[config.mk]
export PLATFORM = sky130hd
export DESIGN_NAME = decode_stage
export DESIGN_NICKNAME = d
export VERILOG_FILES = /design/src/rtl/decode_stage.sv
export SDC_FILE = /design/constraint.sdc
export NUM_CORES = 1
export LEC_CHECK = 0
export BUFFER_PORTS_ARGS = -buffer_cell sky130_fd_sc_hd__buf_2
export CAP_MARGIN = 20
export CORE_UTILIZATION = 51
export CTS_BUF_LIST = sky130_fd_sc_hd__clkbuf_2
export DETAILED_ROUTE_END_ITERATION = 8
export GPL_ROUTABILITY_DRIVEN = 0
export HOLD_SLACK_MARGIN = 0.15
export PLACE_DENSITY = 0.78
export SYNTH_ARGS = -nofsm -noshare
export SYNTH_HDL_FRONTEND = slang
export SYNTH_SLANG_ARGS = --single-unit
[constraint.sdc]
create_clock -name clk -period 5.1 [get_ports clk]
set_clock_uncertainty 0.05 [all_clocks]
set_input_delay 0.51 -clock clk [delete_from_list [all_inputs] [get_ports clk]]
set_output_delay 0.51 -clock clk [all_outputs]
set_load 0.05 [all_outputs]
[src/rtl/decode_stage.sv]
// RV64 decode stage: classifies and field-splits each instruction, builds the
// sign-extended immediate and queues results in a small valid/ready FIFO.
module decode_stage #(
  parameter int XLEN  = 64,
  parameter int DEPTH = 2,
  parameter int CNT_W = 32
) (
  input  logic             clk,
  input  logic             reset,
  input  logic             flush,
  input  logic             in_valid,
  output logic             in_ready,
  input  logic [31:0]      in_instr,
  input  logic [XLEN-1:0]  in_pc,
  output logic             out_valid,
  input  logic             out_ready,
  output logic [XLEN-1:0]  out_pc,
  output logic [2:0]       out_fmt,
  output logic [6:0]       out_opcode,
  output logic [2:0]       out_funct3,
  output logic [6:0]       out_funct7,
  output logic [4:0]       out_rs1,
  output logic [4:0]       out_rs2,
  output logic [4:0]       out_rd,
  output logic [XLEN-1:0]  out_imm,
  output logic             out_illegal,
  output logic [CNT_W-1:0] decode_count
);

  localparam int PW = $clog2(DEPTH);

  typedef struct packed {
    logic [XLEN-1:0] pc;
    logic [31:0]     instr;
    logic [2:0]      fmt;
    logic            illegal;
    logic [XLEN-1:0] imm;
  } entry_t;

  entry_t        mem [DEPTH];
  entry_t        dec;
  entry_t        head;
  logic [PW-1:0] wr_ptr, rd_ptr;
  logic [PW:0]   count, count_next;
  logic          push, pop;
  logic          sgn;

  assign sgn = in_instr[31];

  always_comb begin
    dec         = '0;
    dec.pc      = in_pc;
    dec.instr   = in_instr;
    dec.illegal = 1'b0;
    unique case (in_instr[6:0])
      7'b0110011, 7'b0111011: dec.fmt = 3'd0;
      7'b0010011, 7'b0011011, 7'b0000011, 7'b1100111: begin
        dec.fmt = 3'd1;
        dec.imm = {{(XLEN-12){sgn}}, in_instr[31:20]};
      end
      7'b0100011: begin
        dec.fmt = 3'd2;
        dec.imm = {{(XLEN-12){sgn}}, in_instr[31:25], in_instr[11:7]};
      end
      7'b1100011: begin
        dec.fmt = 3'd3;
        dec.imm = {{(XLEN-12){sgn}}, in_instr[7], in_instr[30:25],
                   in_instr[11:8], 1'b0};
      end
      7'b0110111, 7'b0010111: begin
        dec.fmt = 3'd4;
        dec.imm = {{(XLEN-32){sgn}}, in_instr[31:12], 12'b0};
      end
      7'b1101111: begin
        dec.fmt = 3'd5;
        dec.imm = {{(XLEN-20){sgn}}, in_instr[19:12], in_instr[20],
                   in_instr[30:21], 1'b0};
      end
      // Covers bad low bits too, since every legal opcode ends in 2'b11.
      default: begin
        dec.fmt     = 3'd7;
        dec.illegal = 1'b1;
      end
    endcase
  end

  assign out_valid = (count != '0);
  assign push      = in_valid && in_ready;
  assign pop       = out_valid && out_ready;

  always_comb begin
    count_next = count;
    if (push && !pop)      count_next = count + 1'b1;
    else if (pop && !push) count_next = count - 1'b1;
  end

  // in_ready is registered from the post-edge occupancy, so a full FIFO
  // refuses input even in a cycle where the consumer pops.
  always_ff @(posedge clk) begin
    if (reset) begin
      wr_ptr       <= '0;
      rd_ptr       <= '0;
      count        <= '0;
      in_ready     <= 1'b0;
      decode_count <= '0;
      for (int i = 0; i < DEPTH; i++) mem[i] <= '0;
    end else if (flush) begin
      wr_ptr   <= '0;
      rd_ptr   <= '0;
      count    <= '0;
      in_ready <= 1'b1;
    end else begin
      if (push) begin
        mem[wr_ptr] <= dec;
        wr_ptr      <= wr_ptr + 1'b1;
      end
      if (pop) begin
        rd_ptr       <= rd_ptr + 1'b1;
        decode_count <= decode_count + 1'b1;
      end
      count    <= count_next;
      in_ready <= (count_next < (PW+1)'(DEPTH));
    end
  end

  assign head        = out_valid ? mem[rd_ptr] : '0;
  assign out_pc      = head.pc;
  assign out_fmt     = head.fmt;
  assign out_opcode  = head.instr[6:0];
  assign out_funct3  = head.instr[14:12];
  assign out_funct7  = head.instr[31:25];
  assign out_rs1     = head.instr[19:15];
  assign out_rs2     = head.instr[24:20];
  assign out_rd      = head.instr[11:7];
  assign out_imm     = head.imm;
  assign out_illegal = head.illegal;

endmodule

==> metrics <==
via count=10300; status=finished, final reports clean; max-slew violation count=0; Final ANT Viol Nets=0; initial core utilization=0.520; most frequent cells in the layout=buf_2, edfxtp_1, nor2_1, mux2i_1, dlygate4sd3_1; design area=17200 sq um; Die Width=168 um; fin worst setup slack=1.31 ns; Post-synth top flop=edfxtp_1; Root Driver=clkbuf_2; synthesized cell area=14000 sq um; FFs w/ async S/R, synth=0; final net count=1667; met2 wire length=16500 um; Routed WL per cell=17.3 um; fin crit share=0.744; fraction of layout cells with a size suffix above 1=0.273; Leakage=0.00741 uW; HP Class=flip-flop to flip-flop; RSZ-0062 raised after global routing=false; syn_area_per_cell=11.9 sq um; DP Wirelength=21000 um; port bufs=298; Pwr Total=4680 uW; CTS tree=built; final hold violation count=0; Worst Path Max Fanout=85; worst path cell trace=inv_1 > ha_4 > buf_4 > nor2_1 > buf_4 > buf_2; slew of the pin with the lowest slew margin=0.988 ns; Post-route DRC=0; CP endpoint kind=primary output; Remaining Overflow, GRT=0; Slowest-stage cell, CP=ha_4; first-pass GRT wire length=51800 um; DRT Wirelength=33600 um; routed wire length on met3=2560 um; Clock transition at path regs=0.08 ns; FMAX=0.264 GHz; Pre-antenna DRT Iters=5; WP data required=4.54 ns; min cycle time layout=3.79 ns; Cell Rows=60; CTS Buf Count=75; DRT met1 WL=13800 um; cell area after placement=15600 sq um; relative slew slack=0.342; reported max-cap violation count=0; clk_lat worst skew=0.81 ns; drt via density=5.30; largest net degree at the start of global routing=102; area added between synthesis and finish=22.7%; initial antenna violation count=4; commonest non-fill, non-tap cell in the layout=buf_2; Cells after Synth=1183; Post-CTS Resized=0; Finish-stage setup viols=0; post-synth cell types=48; Peak VDD IR=137 uV; critical path's largest stage delay=0.76 ns; Clock Path Buffers=3; Net Count, Synth=1288; synth warn=0; Post-synth EDFFs=264; IO Pins=299; H-tree depth=3; flop2flop setup slack=2.02 ns; critical path arrival=3.23 ns; dpl ws=1.58 ns; Overall Global Routing Usage=0.235; sequential area share after synthesis=0.620; number of global-route vias before repair=9973; TNS Setup=0 ns; Worst path most repeated cell=buf_4; highest metal used=met4; Core Area=27000 sq um; WS Path Type=flip-flop to primary output; die height=168 um; critical path launch point type=flip-flop; Yosys reg bits=302; die area=28200 sq um; Pwr per Cell Area=272 nW/um^2; 1st-iter DRT viols=882; TritonCTS sink count=302
==> cells in the mapped netlist, types with 4 or more instances <==
cell | instances | area, sq um
o21ai_0 | 13 | 65.1
inv_1 | 11 | 41.3
nand2_1 | 31 | 116
nor2_1 | 220 | 826
a21o_1 | 16 | 120
mux2i_1 | 132 | 1320
nand4_1 | 8 | 50.1
nand2b_1 | 7 | 43.8
nor3_1 | 18 | 90.1
xor2_1 | 19 | 166
buf_4 | 32 | 240
a21oi_1 | 24 | 120
dfxtp_1 | 38 | 761
or3_1 | 6 | 37.5
and3_1 | 99 | 619
edfxtp_1 | 264 | 7930
ha_1 | 4 | 50.1
buf_1 | 16 | 60.1
nand3_1 | 12 | 60.1
nand3b_1 | 5 | 37.5
and2_1 | 99 | 619
a22oi_1 | 4 | 30.0
xnor2_1 | 9 | 78.8
clkbuf_1 | 65 | 244
and4_1 | 4 | 35.0
==> timing repair <==
action / 4_1_cts / 5_1_grt
endpoints found under the hold margin: 293 / 0
setup endpoints to repair: 0 / 0
hold buffers: 102 / 0
buffers inserted: 0 / 0
==> per-layer routing <==
layer	track usage	vias up
met4	0.0961	0
met2	0.390	463
met1	0.298	4837
met5	0	-
met3	0.0512	49
li1	-	4936
==> final timing paths <==
path / startpoint / endpoint / cells past startpoint
worst max-delay path: count[0] / out_imm[62] / 6
worst min-delay path: count[0] / count[0] / 2
worst min register to register: count[0] / count[0] / 2
worst max register to register: wr_ptr / mem[0][8] / 4
==> through the flow <==
step,utilization,hold slack (ns),std cells
2_1_floorplan,-,0.400,1183
3_3_place_gp,0.578,0.412,1724
3_5_place_dp,0.578,0.438,1724
4_1_cts,0.638,0.386,1939
5_1_grt,0.638,0.378,1942
6_report,0.638,0.448,1942
==> flip-flops by register name, indices dropped and copies added, names as in the netlist, named ones only <==
signal	count
in_ready	1
count	2
wr_ptr	1
decode_count	32
mem	264
rd_ptr	1
==> cells by family after synthesis <==
group,share of synthesized area
buf+inv,0.0425
flops,0.620
simple gates,0.193
compound gates,0.0293
fa+ha+maj,0.00357
mux,0.0942
xor+xnor,0.0175
==> area by class of cell <==
type	instances	area (sq um)
fillers	2101	9750
inverters	11	41.3
multi-input cells	755	4780
well taps	341	427
clock inverters	12	97.6
flip-flops and latches	302	8700
clock buffers	101	505
diodes	3	7.51
repair buffers	417	2650
==> worst max-delay path: cells and delay by family (launching register included) <==
kind                       cells  cell delay (ns)
and+or+nand+nor                1             0.12
adders and majority gates      1             0.76
buffers and inverters          4             1.17
DFF                            1             0.33
==> power breakdown <==
| group | leakage, uW | internal, uW | switching (uW) |
|---|---|---|---|
| logic | 0.00390 | 135 | 213 |
| registers | 0.00304 | 2770 | 34.1 |
| clock network | 0.000474 | 621 | 903 |
| total | 0.00741 | 3530 | 1150 |
(Power assumes the default switching activity.)
